--- src/rtl/touch_sensor_array.sv ---
// Multi-channel touch front end: per-channel synchroniser, debouncer, press/release/long-press
// event pulses and a latching toggle. Every output comes straight from a flop.
module touch_sensor_array #(
    parameter int N_CH         = 4,
    parameter int SYNC_STAGES  = 2,
    parameter int DEBOUNCE_CYC = 16,
    parameter int LONG_CYC     = 1000
) (
    input  logic            clk,
    input  logic            rst,
    input  logic [N_CH-1:0] touch_in,
    input  logic            enable,
    output logic [N_CH-1:0] touched,
    output logic [N_CH-1:0] press_pulse,
    output logic [N_CH-1:0] release_pulse,
    output logic [N_CH-1:0] long_press,
    output logic [N_CH-1:0] toggle_state,
    output logic            any_touched
);

    localparam int DB_W = $clog2(DEBOUNCE_CYC + 1);
    localparam int H_W  = $clog2(LONG_CYC + 1);
    localparam logic [DB_W-1:0] DB_LAST = DB_W'(DEBOUNCE_CYC - 1);
    localparam logic [H_W-1:0]  H_MAX   = H_W'(LONG_CYC);
    localparam logic [H_W-1:0]  H_LAST  = H_W'(LONG_CYC - 1);

    logic [N_CH-1:0] sync_q [SYNC_STAGES];
    logic [N_CH-1:0] sync_s;
    logic [DB_W-1:0] db_cnt_q [N_CH];
    logic [DB_W-1:0] db_cnt_d [N_CH];
    logic [H_W-1:0]  hold_cnt_q [N_CH];
    logic [H_W-1:0]  hold_cnt_d [N_CH];
    logic [N_CH-1:0] touched_q, touched_d;
    logic [N_CH-1:0] press_q, press_d;
    logic [N_CH-1:0] release_q, release_d;
    logic [N_CH-1:0] long_q, long_d;
    logic [N_CH-1:0] toggle_q, toggle_d;
    logic [N_CH-1:0] long_done_q, long_done_d;
    logic            any_q;

    assign sync_s = sync_q[SYNC_STAGES-1];

    // Per-channel debounce, hold timing and event generation.
    always_comb begin
        for (int ch = 0; ch < N_CH; ch++) begin
            db_cnt_d[ch]    = '0;
            hold_cnt_d[ch]  = '0;
            touched_d[ch]   = touched_q[ch];
            toggle_d[ch]    = toggle_q[ch];
            press_d[ch]     = 1'b0;
            release_d[ch]   = 1'b0;
            long_d[ch]      = 1'b0;
            if (enable) begin
                if (sync_s[ch] != touched_q[ch]) begin
                    if (db_cnt_q[ch] == DB_LAST) begin
                        touched_d[ch] = sync_s[ch];
                        press_d[ch]   = sync_s[ch];
                        release_d[ch] = ~sync_s[ch];
                        toggle_d[ch]  = toggle_q[ch] ^ sync_s[ch];
                    end else begin
                        db_cnt_d[ch] = db_cnt_q[ch] + DB_W'(1);
                    end
                end else begin
                    db_cnt_d[ch] = '0;
                end
                if (touched_q[ch]) begin
                    if (hold_cnt_q[ch] != H_MAX) begin
                        hold_cnt_d[ch] = hold_cnt_q[ch] + H_W'(1);
                    end else begin
                        hold_cnt_d[ch] = hold_cnt_q[ch];
                    end
                    // An enable gap restarts the hold count; the done flag keeps it to one pulse per press.
                    long_d[ch] = (hold_cnt_q[ch] == H_LAST) && !long_done_q[ch] && !release_d[ch];
                end else begin
                    hold_cnt_d[ch] = '0;
                end
            end else begin
                db_cnt_d[ch] = '0;
            end
            if (!touched_q[ch]) begin
                long_done_d[ch] = 1'b0;
            end else if (long_d[ch]) begin
                long_done_d[ch] = 1'b1;
            end else begin
                long_done_d[ch] = long_done_q[ch];
            end
        end
    end

    // State and output registers.
    always_ff @(posedge clk or posedge rst) begin
        if (rst) begin
            for (int i = 0; i < SYNC_STAGES; i++) begin
                sync_q[i] <= '0;
            end
            for (int ch = 0; ch < N_CH; ch++) begin
                db_cnt_q[ch]   <= '0;
                hold_cnt_q[ch] <= '0;
            end
            touched_q   <= '0;
            press_q     <= '0;
            release_q   <= '0;
            long_q      <= '0;
            toggle_q    <= '0;
            long_done_q <= '0;
            any_q       <= 1'b0;
        end else begin
            sync_q[0] <= touch_in;
            for (int i = 1; i < SYNC_STAGES; i++) begin
                sync_q[i] <= sync_q[i-1];
            end
            for (int ch = 0; ch < N_CH; ch++) begin
                db_cnt_q[ch]   <= db_cnt_d[ch];
                hold_cnt_q[ch] <= hold_cnt_d[ch];
            end
            touched_q   <= touched_d;
            press_q     <= press_d;
            release_q   <= release_d;
            long_q      <= long_d;
            toggle_q    <= toggle_d;
            long_done_q <= long_done_d;
            any_q       <= |touched_q;
        end
    end

    assign touched       = touched_q;
    assign press_pulse   = press_q;
    assign release_pulse = release_q;
    assign long_press    = long_q;
    assign toggle_state  = toggle_q;
    assign any_touched   = any_q;

endmodule
--- config.mk ---
export PLATFORM = sky130hd
export DESIGN_NAME = touch_sensor_array
export DESIGN_NICKNAME = d
export VERILOG_FILES = /design/src/rtl/touch_sensor_array.sv
export SDC_FILE = /design/constraint.sdc
export NUM_CORES = 1
export LEC_CHECK = 0
export CORE_MARGIN = 2
export CORE_UTILIZATION = 59
export DETAILED_ROUTE_END_ITERATION = 16
export GPL_TIMING_DRIVEN = 0
export PLACE_DENSITY = 0.77
export SYNTH_ARGS = -nofsm -noshare
export SYNTH_HDL_FRONTEND = slang
export SYNTH_SLANG_ARGS = --single-unit
--- constraint.sdc ---
create_clock -name clk -period 3.5 [get_ports clk]
set_input_delay 0.7 -clock clk [delete_from_list [all_inputs] [get_ports clk]]
set_output_delay 0.7 -clock clk [all_outputs]
set_load 0.1 [all_outputs]
==> qor.yml, run 1 <==
route:
  drt_wl_total_mm: 7.82
  drt_pass1_iterations: 4
  ant_nets: 0
  viasPerCell: 5.87
  drtIter0Drc: 146
  wl_per_cell_microns: 14.7
  num_vias: 3131
  drcViolationCount: 0
worst_setup_path:
  critical_path_required_ns: 2.80
  reg2reg_slack_ns: 1.92
  cpLargestDelayFamily: "buffers and inverters"
  cp.depth: 1
  startpoint: "touched[1]"
  worstRegToRegCells: 4
  path_class: "flop to output port"
  path_buf_inv: 1
  path_cells: "clkdlybuf4s50_1"
  cpMaxStageDelayCell: "clkdlybuf4s50_1"
  endpoint: "touched[1]"
  crit_path_end_kind: "output port"
  regToRegEndpoint: "long_done_q[0]"
  cp_max_fo: 8
  reg2reg_from: "hold_cnt_q[30]"
  cp.arrival_ns: 2.05
  crit_path_start_kind: "flop"
  slowest_delay_ns: 1.19
synthesis:
  synth_area_sq_um: 4260
  syn_avg_cell_area_sq_um: 10.9
  post-synth-top-count-cell: "dfrtp_1"
  synth_cell_type_count: 39
  synth_top_area_share: 0.546
  synth_top_cell_by_area: "dfrtp_1"
  synth_common_cells: "93 x dfrtp_1, 30 x nand2_1, 26 x a21oi_1"
  synthCells: 393
  synth_fp_nets: 412
  synth_edf_count: 0
  synth_top_flop_cell: "dfrtp_1"
  synth_warnings: 0
  seq_area_frac_synth: 0.546
  asyncSetResetFlopFracSynth: 1.00
  synth_area_leaders: "dfrtp_1 55%, ha_1 3.5%, xor2_1 3.5%, o31ai_1 3.2%, a21oi_1 3.1%"
  ys_ff_latch: 93
floorplanning:
  rows: 30
  io_pins: 28
  start_util: 0.617
  die_w_microns: 89.0
  chipHeight_microns: 89.0
  core_area_sq_um: 6910
  die-area_sq_um: 7920
outcome:
  status: "finished, final reports clean"
power:
  leakage_nw: 2.07
  power.density_nw_per_um2: 381
  power.total_mw: 1.86
  vdd.ir_drop.worst_v: 0.000346
layout:
  n_fill_cell: 515
  fin_util: 0.709
  multi_input_area_sq_um: 1850
  area_delta_synth_final_pct: 14.8
  drive_gt1_frac: 0.0755
  regArea_sq_um: 2330
  layout.nets: 451
  n_antenna_cell: 0
  final_area_sq_um: 4890
timing:
  hold_viol_final: 0
  hold_ws_ns: 0.356
  slew_headroom: 0.311
  skew_ns: 0.00923
  slew_viol_final: 0
  worstMarginPinSlew_ns: 1.03
  rsz0062_at_grt: "no"
  setup_violations: 0
  period_share: 0.786
  period_minus_slack_ns: 2.75
  max_freq_ghz: 0.364
grt:
  grt_pass1_wl_mm: 13.4
  grt_pass1_vias: 2941
  antenna_found_initial: 0
  grt_max_degree: 54
  track_usage: 0.219
  gr-total-overflow: 0
placed_design:
  gp_congestion: 0.828
  port_buffers: 27
  dpl-instance-area_sq_um: 4680
  dp_hpwl_mm: 5.48
clock_network:
  cts_hold_buf: 0
  cts_tree: "yes"
  clkSlewWorstSetupHoldPaths_ns: 0.08
  clockBufferDepth: 2
  cts_resized: 0
  cts_buffers: 9
  clock_tree.root_cell: "clkbuf_8"
  htreeDepth: 3
  post_cts_buffers: 0
  worstSkewPairLatency_ns: 0.35
  clkSinkCount: 93
worst_hold_path:
  whs_path_depth: 0
  hp-class: "flop to flop"
flow_run:
  drv_cap: 0
state kept, by name, indices dropped and copies added (netlist names):
signal and flops:
any_touched 1, hold_cnt_q 40, sync_q 4, sync_s 4
touched 4, long_done_q 4, release_pulse 4, press_pulse 4
toggle_state 4, db_cnt_q 20, long_press 4
through the flow:
| step | setup slack (ns) | std cells | TNS [ns] |
|---|---|---|---|
| floorplan | 0.380 | 393 | 0 |
| global placement | -0.973 | 516 | -90.19 |
| detailed placement | 0.998 | 517 | 0 |
| CTS | 0.709 | 533 | 0 |
| global route | 0.684 | 533 | 0 |
| finish | 0.750 | 533 | 0 |
how the worst min path moves through the flow:
stage	slack, ns	startpoint	endpoint
after floorplan	0.33	sync_q[4]	sync_s[0]
after global placement	0.33	sync_q[5]	sync_s[1]
after detailed placement	0.34	sync_q[5]	sync_s[1]
after CTS	0.36	sync_q[5]	sync_s[1]
after global routing	0.36	sync_q[5]	sync_s[1]
final	0.36	sync_q[5]	sync_s[1]
layout make-up:
class,instances,share of cell area
clock buffer,11,0.0309
inverter,14,0.0112
tap,96,0.0245
sequential,93,0.475
buffer,6,0.00613
multi-input combinational,280,0.379
timing repair buffer,28,0.0608
clock inverter,5,0.0120
logic make-up (layout without fill, tap and decap cells):
group | after synthesis | in the layout | share of synthesized area
AOI/OAI and AO/OA | 64 | 64 | 0.0910
xor gates and xnor gates | 24 | 24 | 0.0493
adders and majority gates | 12 | 12 | 0.0352
buffers and inverters | 20 | 64 | 0.0194
DFF | 93 | 93 | 0.546
muxes | 4 | 4 | 0.0106
and+or+nand+nor | 176 | 176 | 0.249
where the power goes:
part | switching [mW] | total (mW) | internal, mW
clock | 0.359 | 0.728 | 0.369
combinational | 0.0321 | 0.0464 | 0.0143
sequential | 0.00771 | 1.09 | 1.08
total | 0.399 | 1.86 | 1.47
per-layer routing:
metal / share of wire / track usage / vias to the layer above
met5: 0 / 0 / -
met4: 0.014 / 0.0665 / 0
met3: 0.036 / 0.0554 / 11
met2: 0.48 / 0.360 / 53
met1: 0.47 / 0.291 / 1551
li1: - / - / 1516
placed cells by master (no fill, tap or decap), types with 3 or more instances in the layout:
master,netlist,routed
nor2b_1,3,3
and3_1,4,4
and4b_1,8,8
and2_1,6,6
ha_1,12,12
nand3_1,20,20
nor3_1,18,18
o31a_1,4,4
o21ai_0,12,12
inv_1,14,13
xnor2_1,7,7
o31ai_1,18,18
nand2_1,30,30
a21oi_1,26,26
nand4b_1,6,6
mux2_2,4,4
or3_1,9,9
dfrtp_1,93,93
clkbuf_8,0,11
clkbuf_1,5,5
xor2_1,17,17
nand3b_1,4,4
or4_1,13,13
nor2_1,21,21
clkdlybuf4s50_1,0,27
nand2b_1,4,4
nand4_1,8,8
nor4_1,7,7
No activity file was read; power rests on OpenSTA's default activity.
==> run 2, diff against run 1 <==
- CORE_UTILIZATION: 59 -> 53
- PLACE_DENSITY: 0.77 -> 0.73
- clock period: 3.5 -> 2.5 ns (I/O delays scaled with it)
==> qor.yml, run 2 (synthesis gave the netlist of run 1 again) <==
outcome:
  status: "finished, final reports clean"  # unchanged
route:
  drt_wl_total_mm: 7.69  # was 7.82 mm
  viasPerCell: 5.67  # was 5.87
  drtIter0Drc: 164  # was 146
  drcViolationCount: 0  # unchanged
  ant_nets: 0  # unchanged
  drt_pass1_iterations: 4  # unchanged
  num_vias: 3058  # was 3131
  wl_per_cell_microns: 14.3  # was 14.7 microns
placed_design:
  gp_congestion: 0.773  # was 0.828
  place_ws_ns: 0.179  # was 0.998 ns
  dp_cells: 524  # was 517
  port_buffers: 27  # unchanged
  dp_hpwl_mm: 5.41  # was 5.48 mm
floorplanning:
  start_util: 0.549  # was 0.617
  die-area_sq_um: 8780  # was 7920 sq um
  io_pins: 28  # unchanged
  chipHeight_microns: 93.7  # was 89.0 microns
  rows: 32  # was 30
  die_w_microns: 93.7  # was 89.0 microns
  core_area_sq_um: 7770  # was 6910 sq um
worst_setup_path:
  cp.arrival_ns: 1.88  # was 2.05 ns
  path_cells: "clkdlybuf4s50_1"  # unchanged
  cp_max_fo: 2  # was 8
  path_buf_inv: 1  # unchanged
  cpLargestDelayFamily: "buffers and inverters"  # unchanged
  crit_path_end_kind: "output port"  # unchanged
  crit_path_start_kind: "flop"  # unchanged
  path_class: "flop to output port"  # unchanged
  cpMaxStageDelayCell: "clkdlybuf4s50_1"  # unchanged
  critical_path_required_ns: 2.00  # was 2.80 ns
  slowest_delay_ns: 1.14  # was 1.19 ns
timing:
  slew_viol_final: 0  # unchanged
  period_share: 0.954
  layout_setup_ws_ns: 0.116  # was 0.750 ns
  period_minus_slack_ns: 2.38
  max_freq_ghz: 0.419
  rsz0062_at_grt: "no"  # unchanged
  slew_headroom: 0.354  # was 0.311
  setup_violations: 0  # unchanged
  worstMarginPinSlew_ns: 0.966  # was 1.03 ns
  hold_viol_final: 0  # unchanged
  hold_ws_ns: 0.353  # was 0.356 ns
  fin_setup_tns_ns: 0  # unchanged
  skew_ns: 0.0145  # was 0.00923 ns
grt:
  antenna_found_initial: 0  # unchanged
  grt_pass1_vias: 2918  # was 2941
  track_usage: 0.193  # was 0.219
  grt_pass1_wl_mm: 13.4  # about the same
  gr-total-overflow: 0  # unchanged
  grt_max_degree: 43  # was 54
clock_network:
  cts_hold_buf: 0  # unchanged
  cts_tree: "yes"  # unchanged
  clkSinkCount: 93  # unchanged
  clkSlewWorstSetupHoldPaths_ns: 0.10  # was 0.08 ns
  cts_buffers: 9  # unchanged
  clock_tree.root_cell: "clkbuf_8"  # unchanged
  post_cts_buffers: 0  # unchanged
  cts_resized: 4  # was 0
  worstSkewPairLatency_ns: 0.36  # was 0.35 ns
  clockBufferDepth: 2  # unchanged
  htreeDepth: 3  # unchanged
layout:
  most-common-layout-cells: "93 x dfrtp_1, 30 x nand2_1, 26 x a21oi_1, 23 x clkdlybuf4s50_1, 21 x nor2_1"  # was 93 x dfrtp_1, 30 x nand2_1, 27 x clkdlybuf4s50_1, 26 x a21oi_1, 21 x nor2_1
  n_fill_cell: 628  # was 515
  drive_gt1_frac: 0.0755  # unchanged
  layout.nets: 452  # was 451
  regMostFlops: "hold_cnt_q"  # unchanged
  largest_register_ffs: 40  # unchanged
  final_common_cell: "dfrtp_1"  # unchanged
  area_delta_synth_final_pct: 14.6  # was 14.8%
  n_antenna_cell: 0  # unchanged
  largestRegisters: "hold_cnt_q x40, db_cnt_q x20"  # unchanged
  instances_no_fill: 539  # was 533
  fin_util: 0.629  # was 0.709
power:
  vdd.ir_drop.worst_v: 0.000312  # was 0.000346 V
  leakage_nw: 2.08  # was 2.07 nW
  power.density_nw_per_um2: 524  # was 381 nW/um^2
flow_run:
  drv_cap: 0  # unchanged
worst_hold_path:
  hp-class: "flop to flop"  # unchanged
-- run 2: metrics by stage --
stage          instance area (sq um)  total power [mW]
5_1_grt                         4890              2.67
3_3_place_gp                    4670              1.62
6_report                        4890              2.56
3_5_place_dp                    4710              1.63
4_1_cts                         4890              2.59
2_1_floorplan                   4270              1.59
-- run 2: layout make-up --
cell class	instances	area [sq um]	share of cell area
Tap cell	102	128	0.0261
Sequential cell	93	2330	0.476
Multi-Input combinational cell	280	1850	0.379
Timing Repair Buffer	29	305	0.0625
Clock inverter	6	63.8	0.0131
Clock buffer	9	124	0.0253
Buffer	6	30.0	0.00614
Inverter	14	56.3	0.0115
-- run 2: final timing paths --
check | startpoint | endpoint | slack (ns) | cells after the start
max in group asynchronous | rst | touched[3] | 1.51 | 3
hold / removal | sync_q[5] | sync_s[1] | 0.35 | 0
setup reg to reg | hold_cnt_q[30] | long_press[0] | 0.84 | 4
hold reg to reg | sync_q[5] | sync_s[1] | 0.35 | 0
setup / recovery | toggle_state[2] | toggle_state[2] | 0.12 | 1
min in group asynchronous | rst | hold_cnt_q[29] | 0.47 | 2
-- run 2: layer usage --
metal,wire [microns],track usage,vias to the layer above
met3,229,0.0457,9
li1,-,-,1518
met2,3610,0.297,40
met4,109,0.0688,0
met5,0,0,-
met1,3740,0.268,1491
-- run 2: report_power, final --
group          internal (mW)  switching (mW)
Clock                  0.456           0.514
Sequential              1.52          0.0103
Combinational         0.0221          0.0460
==> run 3, diff against run 2 <==
- CORE_MARGIN: 2 -> 8
==> qor.yml, run 3 (synthesis gave the netlist of run 1 again) <==
clock_network:
  clockBufferDepth: 2  # unchanged
  clkSinkCount: 93  # unchanged
  post_cts_buffers: 0  # unchanged
  cts_resized: 4  # unchanged
  htreeDepth: 3  # unchanged
  worstSkewPairLatency_ns: 0.36  # about the same
  clock_tree.root_cell: "clkbuf_8"  # unchanged
  cts_tree: "yes"  # unchanged
  cts_buffers: 9  # unchanged
  cts_hold_buf: 0  # unchanged
  clkSlewWorstSetupHoldPaths_ns: 0.09  # was 0.10 ns
worst_setup_path:
  slowest_delay_ns: 1.14  # about the same
  crit_path_start_kind: "flop"  # unchanged
  cp_max_fo: 2  # unchanged
  cpMaxStageDelayCell: "clkdlybuf4s50_1"  # unchanged
  crit_path_end_kind: "output port"  # unchanged
  cpLargestDelayFamily: "buffers and inverters"  # unchanged
  path_class: "flop to output port"  # unchanged
  path_buf_inv: 1  # unchanged
  critical_path_required_ns: 2.00  # about the same
  cp.arrival_ns: 1.87  # was 1.88 ns
  path_cells: "clkdlybuf4s50_1"  # unchanged
outcome:
  status: "finished, final reports clean"  # unchanged
grt:
  grt_pass1_wl_mm: 14.0  # was 13.4 mm
  antenna_found_initial: 0  # unchanged
  grt_max_degree: 35  # was 43
  grt_pass1_vias: 3080  # was 2918
  track_usage: 0.151  # was 0.193
  gr-total-overflow: 0  # unchanged
placed_design:
  dp_hpwl_mm: 5.67  # was 5.41 mm
  gp_congestion: 0.780  # was 0.773
  port_buffers: 27  # unchanged
  place_ws_ns: 0.177  # was 0.179 ns
  dpl-instance-area_sq_um: 4710  # unchanged
floorplanning:
  die-area_sq_um: 11200  # was 8780 sq um
  start_util: 0.549  # unchanged
  chipHeight_microns: 106  # was 93.7 microns
  io_pins: 28  # unchanged
  rows: 32  # unchanged
  die_w_microns: 106  # was 93.7 microns
  core_area_sq_um: 7770  # unchanged
timing:
  layout_setup_ws_ns: 0.127  # was 0.116 ns
  rsz0062_at_grt: "no"  # unchanged
  period_minus_slack_ns: 2.37  # was 2.38 ns
  fin_setup_tns_ns: 0  # unchanged
  skew_ns: 0.0132  # was 0.0145 ns
  max_freq_ghz: 0.421  # was 0.419 GHz
  slew_viol_final: 0  # unchanged
  worstMarginPinSlew_ns: 0.982  # was 0.966 ns
  period_share: 0.949  # was 0.954
  slew_headroom: 0.343  # was 0.354
  setup_violations: 0  # unchanged
  hold_viol_final: 0  # unchanged
layout:
  drive_gt1_frac: 0.0731  # was 0.0755
  fin_util: 0.630  # was 0.629
  largestRegisters: "hold_cnt_q x40, db_cnt_q x20"  # unchanged
  final_area_sq_um: 4890  # about the same
  layout.nets: 452  # unchanged
  largest_register_ffs: 40  # unchanged
  regMostFlops: "hold_cnt_q"  # unchanged
  area_delta_synth_final_pct: 14.8  # was 14.6%
  final_common_cell: "dfrtp_1"  # unchanged
  n_antenna_cell: 0  # unchanged
  most-common-layout-cells: "93 x dfrtp_1, 30 x nand2_1, 26 x a21oi_1, 23 x clkdlybuf4s50_1, 21 x nor2_1"  # unchanged
worst_hold_path:
  hp-class: "flop to flop"  # unchanged
route:
  viasPerCell: 5.73  # was 5.67
  drcViolationCount: 0  # unchanged
  ant_nets: 0  # unchanged
  wl_per_cell_microns: 14.7  # was 14.3 microns
  num_vias: 3095  # was 3058
  drtIter0Drc: 107  # was 164
  drt_pass1_iterations: 4  # unchanged
  drt_wl_total_mm: 7.95  # was 7.69 mm
power:
  leakage_nw: 2.08  # about the same
  power.density_nw_per_um2: 527  # was 524 nW/um^2
  power.total_mw: 2.58  # was 2.56 mW
  vdd.ir_drop.worst_v: 0.000297  # was 0.000312 V
flow_run:
  drv_cap: 0  # unchanged
run 3: changes by cell type in the layout (fill, tap and decap cells not counted):
cell / before / now
clkbuf_1: 5 / 7
clkbuf_8: 9 / 10
clkinvlp_4: 3 / 2
inv_6: 1 / 0
run 3: final timing paths:
check / to / slack (ns) / start / cells after the start
setup / recovery: toggle_state[3] / 0.13 / toggle_state[3] / 1
hold / removal: sync_s[0] / 0.35 / sync_q[4] / 0
setup reg to reg: long_done_q[0] / 0.89 / hold_cnt_q[30] / 4
hold reg to reg: sync_s[0] / 0.35 / sync_q[4] / 0
max in group asynchronous: hold_cnt_q[10] / 1.36 / rst / 3
min in group asynchronous: hold_cnt_q[39] / 0.57 / rst / 2
run 3: power breakdown:
group          switching [mW]  internal [mW]
logic                  0.0447         0.0219
registers              0.0104           1.52
clock network           0.497          0.487
run 3: area by class of cell:
type | instances | area, sq um
clock buffers | 12 | 145
inverters | 14 | 56.3
repair buffers | 29 | 305
clock inverters | 4 | 47.5
multi-input cells | 280 | 1850
plain buffers | 6 | 30.0
well taps | 102 | 128
flip-flops and latches | 93 | 2330
fillers | 636 | 2870
run 3: metrics by stage:
stage	std cells	hold slack, ns
3_3_place_gp	522	0.332
4_1_cts	540	0.355
2_1_floorplan	393	0.331
5_1_grt	540	0.357
3_5_place_dp	524	0.335
6_report	540	0.352
run 3: layer usage:
layer / wire (microns) / GRT usage / up-vias
met3: 263 / 0.0335 / 11
li1: - / - / 1516
met5: 0 / 0 / -
met1: 3740 / 0.191 / 1535
met2: 3830 / 0.243 / 33
met4: 121 / 0.0643 / 0
